**src/rtl/csa42_pkg.sv**
```systemverilog
// csa42_pkg: shared types and helpers for the carry-save accumulator.
// Holds the FSM state enum and the operand extension function.
package csa42_pkg;

  localparam int XW = 64;

  typedef enum logic [1:0] {
    ACCUM,
    RESOLVE,
    OUT
  } state_t;

  // v holds a w-bit operand, zero-padded to XW.
  function automatic logic [XW-1:0] ext_op(
    input logic [XW-1:0] v,
    input int            w,
    input bit            sgn
  );
    logic [XW-1:0] r;
    r = v;
    for (int i = 0; i < XW; i++) begin
      if (i >= w) r[i] = sgn & v[w-1];
    end
    return r;
  endfunction

endpackage

```
**src/rtl/csa42_accumulator_if.sv**
```systemverilog
// csa42_accumulator_if: operand beat port and result port.
// master = upstream/downstream side, slave = accumulator.
interface csa42_accumulator_if #(
  parameter int W     = 8,
  parameter int ACC_W = 16,
  parameter int CNT_W = 4
);
  logic             in_valid;
  logic             in_ready;
  logic [W-1:0]     in_a;
  logic [W-1:0]     in_b;
  logic             in_last;
  logic             out_valid;
  logic             out_ready;
  logic [ACC_W-1:0] out_result;
  logic [CNT_W-1:0] out_count;
  logic             out_forced;

  modport master (
    output in_valid, in_a, in_b, in_last,
    output out_ready,
    input  in_ready,
    input  out_valid, out_result,
    input  out_count, out_forced
  );

  modport slave (
    input  in_valid, in_a, in_b, in_last,
    input  out_ready,
    output in_ready,
    output out_valid, out_result,
    output out_count, out_forced
  );
endinterface

```
**src/rtl/compressor42_row.sv**
```systemverilog
// compressor42_row: N combinational 4:2 cells.
// Ports: x1..x4 operands, s sum vector, carry vector (weight 2).
module compressor42_row #(
  parameter int N = 16
) (
  input  logic [N-1:0] x1,
  input  logic [N-1:0] x2,
  input  logic [N-1:0] x3,
  input  logic [N-1:0] x4,
  output logic [N-1:0] s,
  output logic [N-1:0] carry
);

  logic [N-1:0] cin;

  assign cin[0] = 1'b0;

  for (genvar i = 0; i < N; i++) begin : g_cell
    logic ws0;
    logic w2;
    assign ws0      = x1[i] ^ x2[i];
    assign w2       = ws0 ^ x3[i] ^ x4[i];
    assign s[i]     = w2 ^ cin[i];
    assign carry[i] = w2 ? cin[i] : x4[i];
    // cout is cin-independent; MSB cout is dropped.
    if (i < N-1) begin : g_cout
      assign cin[i+1] = ws0 ? x3[i] : x1[i];
    end
  end

endmodule

```
**src/rtl/csa42_accumulator.sv**
```systemverilog
// csa42_accumulator: carry-save multi-operand frame accumulator.
// Ports: clk, rst (async high), bus (beats in, frame total out).
module csa42_accumulator
  import csa42_pkg::*;
#(
  parameter int W         = 8,
  parameter int ACC_W     = 16,
  parameter int MAX_BEATS = 8,
  parameter int SIGNED    = 0,
  parameter int CNT_W     = $clog2(MAX_BEATS+1)
) (
  input logic                clk,
  input logic                rst,
  csa42_accumulator_if.slave bus
);

  state_t           state;
  state_t           state_nxt;
  logic [ACC_W-1:0] acc_sum;
  logic [ACC_W-1:0] acc_carry;
  logic [CNT_W-1:0] count;
  logic             forced_q;
  logic [ACC_W-1:0] ext_a;
  logic [ACC_W-1:0] ext_b;
  logic [ACC_W-1:0] row_s;
  logic [ACC_W-1:0] row_c;
  logic             accept;
  logic             hit;
  logic             close;
  logic             done;

  assign ext_a = ACC_W'(ext_op(
    {{(XW-W){1'b0}}, bus.in_a}, W, SIGNED != 0));
  assign ext_b = ACC_W'(ext_op(
    {{(XW-W){1'b0}}, bus.in_b}, W, SIGNED != 0));

  compressor42_row #(.N(ACC_W)) u_row (
    .x1    (acc_sum),
    .x2    (acc_carry),
    .x3    (ext_a),
    .x4    (ext_b),
    .s     (row_s),
    .carry (row_c)
  );

  assign bus.in_ready  = (state == ACCUM) && !rst;
  assign bus.out_valid = (state == OUT);

  assign accept = bus.in_valid && bus.in_ready;
  assign hit    = (count == CNT_W'(MAX_BEATS-1));
  assign close  = accept && (bus.in_last || hit);
  assign done   = (state == OUT) && bus.out_ready;

  always_comb begin
    state_nxt = state;
    unique case (state)
      ACCUM:   if (close) state_nxt = RESOLVE;
      RESOLVE: state_nxt = OUT;
      OUT:     if (bus.out_ready) state_nxt = ACCUM;
      default: state_nxt = ACCUM;
    endcase
  end

  always_ff @(posedge clk or posedge rst) begin
    if (rst) begin
      state          <= ACCUM;
      acc_sum        <= '0;
      acc_carry      <= '0;
      count          <= '0;
      forced_q       <= 1'b0;
      bus.out_result <= '0;
      bus.out_count  <= '0;
      bus.out_forced <= 1'b0;
    end else begin
      state <= state_nxt;
      if (accept) begin
        acc_sum   <= row_s;
        acc_carry <= row_c << 1;
        count     <= count + CNT_W'(1);
      end
      if (close) forced_q <= !bus.in_last;
      if (state == RESOLVE) begin
        bus.out_result <= acc_sum + acc_carry;
        bus.out_count  <= count;
        bus.out_forced <= forced_q;
      end
      if (done) begin
        acc_sum   <= '0;
        acc_carry <= '0;
        count     <= '0;
      end
    end
  end

endmodule

```
**src/flat_wrapper.sv**
```systemverilog
// flat-port wrapper written by rule: the top's interface ports become plain ports
module csa42_accumulator_flat import csa42_pkg::*;
#(
  parameter int W         = 8,
  parameter int ACC_W     = 16,
  parameter int MAX_BEATS = 8,
  parameter int SIGNED    = 0,
  parameter int CNT_W     = $clog2(MAX_BEATS+1)
)
  (clk, rst, bus_in_valid, bus_in_a, bus_in_b, bus_in_last, bus_out_ready, bus_in_ready, bus_out_valid, bus_out_result, bus_out_count, bus_out_forced);
  csa42_accumulator_if #(.W(W), .ACC_W(ACC_W), .CNT_W(CNT_W)) bus_i ();
  input logic clk;
  input logic rst;
  input wire logic [$bits(bus_i.in_valid)-1:0] bus_in_valid;
  input wire logic [$bits(bus_i.in_a)-1:0] bus_in_a;
  input wire logic [$bits(bus_i.in_b)-1:0] bus_in_b;
  input wire logic [$bits(bus_i.in_last)-1:0] bus_in_last;
  input wire logic [$bits(bus_i.out_ready)-1:0] bus_out_ready;
  output wire logic [$bits(bus_i.in_ready)-1:0] bus_in_ready;
  output wire logic [$bits(bus_i.out_valid)-1:0] bus_out_valid;
  output wire logic [$bits(bus_i.out_result)-1:0] bus_out_result;
  output wire logic [$bits(bus_i.out_count)-1:0] bus_out_count;
  output wire logic [$bits(bus_i.out_forced)-1:0] bus_out_forced;
  assign bus_i.in_valid = bus_in_valid;
  assign bus_i.in_a = bus_in_a;
  assign bus_i.in_b = bus_in_b;
  assign bus_i.in_last = bus_in_last;
  assign bus_i.out_ready = bus_out_ready;
  assign bus_in_ready = bus_i.in_ready;
  assign bus_out_valid = bus_i.out_valid;
  assign bus_out_result = bus_i.out_result;
  assign bus_out_count = bus_i.out_count;
  assign bus_out_forced = bus_i.out_forced;
  csa42_accumulator #(.W(W), .ACC_W(ACC_W), .MAX_BEATS(MAX_BEATS), .SIGNED(SIGNED), .CNT_W(CNT_W)) u_core (.clk(clk), .rst(rst), .bus(bus_i));
endmodule
```
**config.mk**
```make
export PLATFORM = sky130hd
export DESIGN_NAME = csa42_accumulator_flat
export DESIGN_NICKNAME = d
export VERILOG_FILES = /design/src/rtl/csa42_pkg.sv /design/src/rtl/csa42_accumulator_if.sv /design/src/rtl/compressor42_row.sv /design/src/rtl/csa42_accumulator.sv /design/src/flat_wrapper.sv
export SDC_FILE = /design/constraint.sdc
export NUM_CORES = 1
export LEC_CHECK = 0
export BUFFER_PORTS_ARGS = -buffer_cell sky130_fd_sc_hd__buf_2
export CORE_UTILIZATION = 25
export CTS_CLUSTER_SIZE = 25
export DETAILED_ROUTE_END_ITERATION = 12
export GPL_TIMING_DRIVEN = 0
export MAX_ROUTING_LAYER = met4
export PLACE_DENSITY_LB_ADDON = 0.12
export SLEW_MARGIN = 5
export SYNTH_ARGS = -nofsm -noshare
export SYNTH_HDL_FRONTEND = slang
export SYNTH_HIERARCHICAL = 1
export SYNTH_SLANG_ARGS = --single-unit
```
**constraint.sdc**
```tcl
create_clock -name clk -period 2.19 [get_ports clk]
set_clock_uncertainty 0.2 [all_clocks]
set_input_delay 0.438 -clock clk [delete_from_list [all_inputs] [get_ports clk]]
set_output_delay 0.438 -clock clk [all_outputs]
set_load 0.02 [all_outputs]
```
=== After elaboration in Yosys (flattened, before gate mapping) ===
Cells that the tools add are included.
Widths: inputs -> output; s select.

* Flip-flop bits (word level): 60
* Input bits: 21
* Output and inout port bits: 23

* $add $sub $neg: 2
* Eq/ne operators: 5
* Muxes and demuxes: 39
* Bitwise logic cells: 47
* Reduce and logical (&&, ||, !) cells: 10

{| class="wikitable"
|+ Operator list
! operator !! count
|-
| $mux 16 || 4
|-
| $xor 1x1->1 || 47
|-
| $mux 1 || 30
|-
| $add 16x16->16 || 1
|-
| $mux 4 || 2
|-
| $pmux 2 s3 || 1
|-
| $add 4x1->4 const B || 1
|-
| $eq 4x3->1 const B || 1
|-
| $logic_and 1x1->1 || 4
|-
| $mux 2 || 2
|-
| $eq 2x1->1 const B || 1
|-
| $eq 2x2->1 const B || 1
|-
| $logic_not 1->1 || 2
|-
| $logic_not 2->1 || 1
|-
| $ne 2x1->1 const B || 1
|-
| $ne 2x2->1 const B || 1
|-
| $reduce_and 2->1 || 1
|-
| $reduce_bool 2->1 || 1
|-
| $logic_or 1x1->1 || 1
|}

=== Longest topological paths before layout ===
Gate-level depths: netlist of the first run.

* Depth after elaboration: 6
* Gate-level depth with buffers: 7
* Mapped depth without buffers: 7

=== By module ===
Netlist of the first run, hierarchy kept.

{| class="wikitable"
|+ By module, submodules not included
! module !! times used !! cells an instance !! area an instance (sq um) !! sequential area each (sq um)
|-
| csa42_accumulator || 1 || 331 || 2956.6 || 1476.4
|-
| compressor42_row || 1 || 64 || 1106.1 || 0.0
|}

=== Worst setup path before layout of the first run ===
No wires, ideal clock.

* Path type: register -> register
* From: register u_core.acc_sum[1]
* To: register u_core.bus.out_result[11]
* Library setup time: 135 ps
* Arrival: 1967 ps
* Data required time: 1855 ps
* Path slack: -112 ps
* Stages on the path, launching flop included: 8
* Period minus slack after synthesis: 2302 ps
* Path through: dfrtp_1 > ha_1 > fa_1 > a21o_1 > a221oi_2 > o21ba_1 > xor2_1 > o21ai_0

* Word-level cells in the longest chain between the ends: 1

{| class="wikitable"
|+ RTL lines
! what !! line !! source
|-
| start, declared || csa42_accumulator.sv:19 || <nowiki>logic [ACC_W-1:0] acc_sum;</nowiki>
|-
| start signal, assigned || csa42_accumulator.sv:77 || <nowiki>acc_sum <= row_s;</nowiki>
|-
| $add 16x16->16 || csa42_accumulator.sv:83 || <nowiki>bus.out_result <= acc_sum + acc_carry;</nowiki>
|-
| end signal, assigned || csa42_accumulator.sv:83 ||
|-
| end, declared || csa42_accumulator_if.sv:31 || <nowiki>output out_valid, out_result,</nowiki>
|}

No other way between the ends.
A chain may end at the register's enable or synchronous reset.

=== Final worst setup path of the first run ===
Ends and elaborated chain as after synthesis.

==> key figures, run 1 <==
Place
  – RePlAce Congestion: 0.750
  – DPL Wire Length: 7.50 mm
  – Placed Area: 4670 sq um
  – Post-place setup slack: -0.353 ns
  – Buffers on Ports: 43

Logic synthesis
  – Cells after Synth: 394
  – Synth Cell Area: 4050 sq um
  – Synth Warn #: 6
  – Post-Syn Area per Cell: 10.3 sq um

CTS
  – Clock latency on the worst-skew pair: 0.33 ns
  – CTS Buffer Depth: 2
  – Root Buffer: clkbuf_16
  – Clock Sinks: 59
  – Hold_buf cts: 0
  – CTS buffer count: 9
  – H-tree levels: 3
  – CTS tree: done
  – Clock-pin slew on the worst setup and hold paths: 0.05 ns

Routing
  – Drt initial violations: 119
  – DRT Pass-1 Iters: 4
  – Antenna viol nets, final: 0
  – WL/cell: 15.0 microns
  – Drt via density: 4.37
  – Remaining DRCs: 0
  – Drt total wl: 10.7 mm
  – Vias: 3118

Power and ir drop
  – Pwr Total: 8.54 mW
  – Power per cell area: 1600 nW/um^2
  – Peak VDD IR: 0.000513 V
  – Leakage: 2.49 nW

Critical path
  – Crit path DAT: 2.27 ns
  – WS Path Type: register to register
  – Crit path from: u_core/acc_sum[1]
  – Crit. End Element: register
  – Worst r2r path cells: 7
  – CP required: 2.19 ns
  – Crit path capture: u_core/bus.out_result[11]
  – Worst setup SP type: register
  – RR Endpoint: u_core/bus.out_result[11]
  – Reg-to-reg setup timing slack: -0.08 ns
  – Worst Path Max Fanout: 4
  – R2r startpoint: u_core/acc_sum[1]

Status
  – Status: finished with violations
  – Failing checks: setup timing

STA
  – Setup violators final: 5
  – Rel. slew slack: 0.470
  – Worst Max-Slew Pin Slew: 0.794 ns
  – Hold violation count in the final report: 0
  – Count of final max-slew check failures: 0
  – RSZ-0062 raised after global routing: true
  – Fin crit share: 1.04
  – Final min period: 2.27 ns
  – Worst hold margin: 0.0826 ns
  – Post-route setup slack: -0.0842 ns
  – Fmax: 440 MHz

Worst hold path
  – Worst hold path type: input pin to asynchronous set/reset pin

Finish
  – # fillers: 1657
  – Ant. Diodes: 0
  – Area used by multi-input combinational logic: 2840 sq um
  – Design area: 5350 sq um
  – Nets: 530
  – Final Util: 0.338
  – FF/Latch Area: 1490 sq um
  – Fraction of layout cells with a size suffix above 1: 0.324
  – Area delta synth->final: 32.1%

Global routing
  – Largest net degree at the start of global routing: 60
  – GRT overflow: 0
  – First-pass GRT wire length: 17.2 mm
  – Vias in the first global route: 3191
  – All-Layer GR Usage: 0.143
  – Initial antenna violation count: 0

Flow run
  – Max-cap violations: 0

Floorplan
  – # rows: 46
  – Chip Width: 129 microns
  – Die Ht: 129 microns
  – # IOs: 44
  – Area of the die: 16700 sq um
  – Starting Density: 0.256
  – Core area: 15800 sq um
[report_power, final]
group	leakage [nW]	total, mW	internal, mW	switching, mW
registers	0.747	2.16	1.60	0.563
clock network	0.155	1.57	1.03	0.544
logic	1.59	4.81	2.68	2.13
[sequential cells by signal, indices dropped and copies added, names as in the netlist]
signal,cells
u_core/acc_sum,16
u_core/bus.out_result,16
u_core/acc_carry,15
u_core/bus.out_count,4
u_core/count,4
u_core/state,2
u_core/bus.out_forced,1
u_core/forced_q,1
[worst min path at each step]
stage                                  startpoint                       to  slack, ns  cells after the start
after floorplan                   u_core/forced_q    u_core/bus.out_forced       0.24                      2
after global placement    u_core/bus.out_count[3]  u_core/bus.out_count[3]       0.26                      2
after detailed placement    u_core/bus.out_forced    u_core/bus.out_forced       0.26                      2
after CTS                             bus_in_last          u_core/forced_q       0.08                      2
after global routing                  bus_in_last          u_core/forced_q       0.09                      2
final                                         rst          u_core/state[1]       0.08                      2
[per-layer routing]
metal  global-route usage  share of wire
met1                0.191           0.48
met2                0.212           0.46
met3               0.0301          0.043
met4               0.0526          0.021
met5                    -              0
[through the flow]
step           instances  setup TNS, ns
2_1_floorplan        425              0
3_3_place_gp         684         -60.07
4_1_cts              708         -0.377
5_1_grt              713         -0.858
6_report             713         -0.288
3_5_place_dp         684          -3.19
[placed cells by master, fill, tap and decap left out, types with 6 or more instances in the layout]
| cell | n |
|---|---|
| buf_2 | 43 |
| a21oi_1 | 7 |
| o21ai_1 | 6 |
| clkbuf_16 | 9 |
| ha_4 | 9 |
| dfrtp_1 | 50 |
| nand2_1 | 107 |
| o21ai_0 | 42 |
| nor2_1 | 8 |
| conb_1 | 32 |
| ha_1 | 6 |
| maj3_2 | 29 |
| xor2_1 | 7 |
| buf_4 | 14 |
| xor3_2 | 14 |
| clkbuf_1 | 9 |
| xor3_1 | 16 |
| dfrtp_2 | 9 |
| xnor2_1 | 8 |
[cell type report]
type                       count  share of cell area
clock inverter                 6              0.0166
sequential                    59               0.278
inverter                       4             0.00327
tap                          216              0.0505
multi-input combinational    344               0.531
timing repair buffer          57              0.0606
clock buffer                  10              0.0447
buffer                        17              0.0152
[critical path, stage by stage, from the launching register on]
cell,delay (ns)
dfrtp_2,0.42
ha_4,0.17
fa_2,0.35
a21o_1,0.23
a221oi_4,0.34
o21ba_4,0.20
xor2_1,0.16
o21ai_1,0.07
[repair_timing]
action	in CTS	in global routing
pin swaps	13	13
buffers inserted	8	6
setup endpoints to repair	18	36
resized for setup	22	30
No activity file was read; power rests on OpenSTA's default activity.
==> run 2, diff against run 1 <==
--- a/config.mk
+++ b/config.mk
@@ -6,13 +6,16 @@
 export NUM_CORES = 1
 export LEC_CHECK = 0
 export BUFFER_PORTS_ARGS = -buffer_cell sky130_fd_sc_hd__buf_2
+export CELL_PAD_IN_SITES_DETAIL_PLACEMENT = 2
+export CELL_PAD_IN_SITES_GLOBAL_PLACEMENT = 2
 export CORE_UTILIZATION = 25
 export CTS_CLUSTER_SIZE = 25
 export DETAILED_ROUTE_END_ITERATION = 12
 export GPL_TIMING_DRIVEN = 0
 export MAX_ROUTING_LAYER = met4
 export PLACE_DENSITY_LB_ADDON = 0.12
-export SLEW_MARGIN = 5
+export SKIP_LAST_GASP = 1
+export SLEW_MARGIN = 20
 export SYNTH_ARGS = -nofsm -noshare
 export SYNTH_HDL_FRONTEND = slang
 export SYNTH_HIERARCHICAL = 1
==> run 2 against run 1 <==
The run still ends with setup timing left. Sequential cell count stayed put. Utilization is 0.58 points higher. Cell count is 0.84% higher. Non-clock buffer count is 6 higher. Critical endpoint is now u_core/bus.out_result[9]. Largest cell class unchanged. Largest power group unchanged.
==> key figures, run 2 (synthesis results as in run 1) <==
Status
  – Status: finished with violations
  – Failing checks: setup timing

CTS
  – H-tree levels: 3
  – CTS Buffer Depth: 2
  – Clock latency on the worst-skew pair: 0.34 ns
  – CTS buffer count: 9
  – Clock-pin slew on the worst setup and hold paths: 0.05 ns
  – CTS tree: done
  – Clock Sinks: 59
  – Root Buffer: clkbuf_16

Floorplan
  – Die Ht: 129 microns
  – Core area: 15800 sq um
  – # rows: 46
  – Chip Width: 129 microns
  – Area of the die: 16700 sq um
  – # IOs: 44
  – Starting Density: 0.256

Global routing
  – Vias in the first global route: 3628
  – Largest net degree at the start of global routing: 39
  – Met2 Usage GRT: 0.286
  – GRT overflow: 0
  – GRT met1 Usage: 0.196
  – GR met3 Demand/Resource: 0.0326
  – Busiest grt layer: met2
  – All-Layer GR Usage: 0.167
  – First-pass GRT wire length: 19.8 mm
  – Initial antenna violation count: 0

Finish
  – Commonest non-fill, non-tap cells in the layout: nand2_1, dfrtp_1, buf_2
  – Fraction of layout cells with a size suffix above 1: 0.336
  – Design area: 5440 sq um
  – Final Util: 0.344
  – Ant. Diodes: 0
  – # fillers: 1748
  – Nets: 536
  – Commonest non-fill, non-tap cell in the layout: nand2_1
  – Top flop regs: u_core/acc_sum x16, u_core/bus.out_result x16, u_core/acc_carry x15
  – Area delta synth->final: 34.3%

STA
  – RSZ-0062 raised after global routing: true
  – Count of final max-slew check failures: 0
  – Fin crit share: 1.06
  – Setup TNS Final: -0.599 ns
  – Setup violators final: 10
  – Worst Max-Slew Pin Slew: 0.713 ns
  – Hold violation count in the final report: 0
  – Rel. slew slack: 0.525
  – Final min period: 2.33 ns
  – Post-route setup slack: -0.138 ns
  – Fmax: 430 MHz

Critical path
  – WS Path Type: register to register
  – Crit path DAT: 2.32 ns
  – Worst Path Max Fanout: 2
  – CP required: 2.19 ns
  – Crit. End Element: register
  – Worst setup SP type: register

Routing
  – Vias: 3206
  – DRT Pass-1 Iters: 4
  – Remaining DRCs: 0
  – WL/cell: 17.0 microns
  – Drt via density: 4.46
  – Antenna viol nets, final: 0
  – Drt initial violations: 41
  – Drt total wl: 12.2 mm

Power and ir drop
  – Pwr Total: 8.75 mW
  – Power per cell area: 1610 nW/um^2
  – Leakage: 2.56 nW
  – Peak VDD IR: 0.000538 V

Place
  – DPL Wire Length: 8.67 mm
  – Buffers on Ports: 43
  – Placed Area: 4700 sq um
  – RePlAce Congestion: 0.741

Flow run
  – Max-cap violations: 0

Worst hold path
  – Worst hold path type: input pin to register
==> run 2: path summary, 6_finish.rpt <==
kind / startpoint / end / slack [ns] / depth (start not counted)
max reg2reg: u_core/acc_carry[1] / u_core/bus.out_result[9] / -0.14 / 9
min: bus_in_last / u_core/forced_q / 0.09 / 2
max: u_core/acc_carry[1] / u_core/bus.out_result[9] / -0.14 / 9
min in group asynchronous: rst / u_core/bus.out_result[15] / 0.49 / 3
min reg2reg: u_core/bus.out_count[2] / u_core/bus.out_count[2] / 0.27 / 2
max in group asynchronous: rst / u_core/acc_sum[4] / 0.76 / 4
==> run 2: power breakdown <==
part	leakage (nW)	total, mW	internal [mW]	switching (mW)
Clock	0.165	1.57	1.05	0.524
Sequential	0.747	2.16	1.60	0.563
Combinational	1.64	5.01	2.74	2.27
==> run 2: worst max-delay path: stages (launching register included) <==
cell and delay [ns]:
dfrtp_1 0.42, ha_4 0.19, fa_2 0.37, a21o_1 0.23, buf_4 0.15, buf_6 0.11, a221oi_4 0.22, o31ai_2 0.09
xnor2_1 0.14, o21ai_1 0.07
==> run 2: metrics by stage <==
stage | hold WS, ns | setup slack [ns] | cells
floorplan | 0.240 | 0.00395 | 425
global placement | 0.256 | -1.05 | 684
detailed placement | 0.249 | -0.369 | 685
CTS | 0.0677 | -0.177 | 716
global route | 0.0890 | -0.261 | 719
finish | 0.0868 | -0.138 | 719
==> run 2: final cells by class <==
class                           count  area, sq um  share of cell area
Clock buffer                       11          253              0.0464
Sequential cell                    59         1490               0.273
Tap cell                          216          270              0.0497
Clock inverter                      5         75.1              0.0138
Buffer                             16         77.6              0.0143
Inverter                            4         17.5             0.00322
Timing Repair Buffer               64          399              0.0733
Multi-Input combinational cell    344         2860               0.526
==> run 2: routing by layer <==
layer / vias to the layer above / wire [microns]
li1: 1552 / -
met1: 1608 / 5560
met2: 36 / 6200
met3: 10 / 296
met4: 0 / 156
met5: - / 0
==> run 2: timing repair <==
action | CTS | global route
setup endpoints to repair | 29 | 35
resized for setup | 37 | 17
hold buffers | 1 | 0
hold endpoints to repair | 21 | 0
pin swaps | 12 | 13
setup buffers | 14 | 5
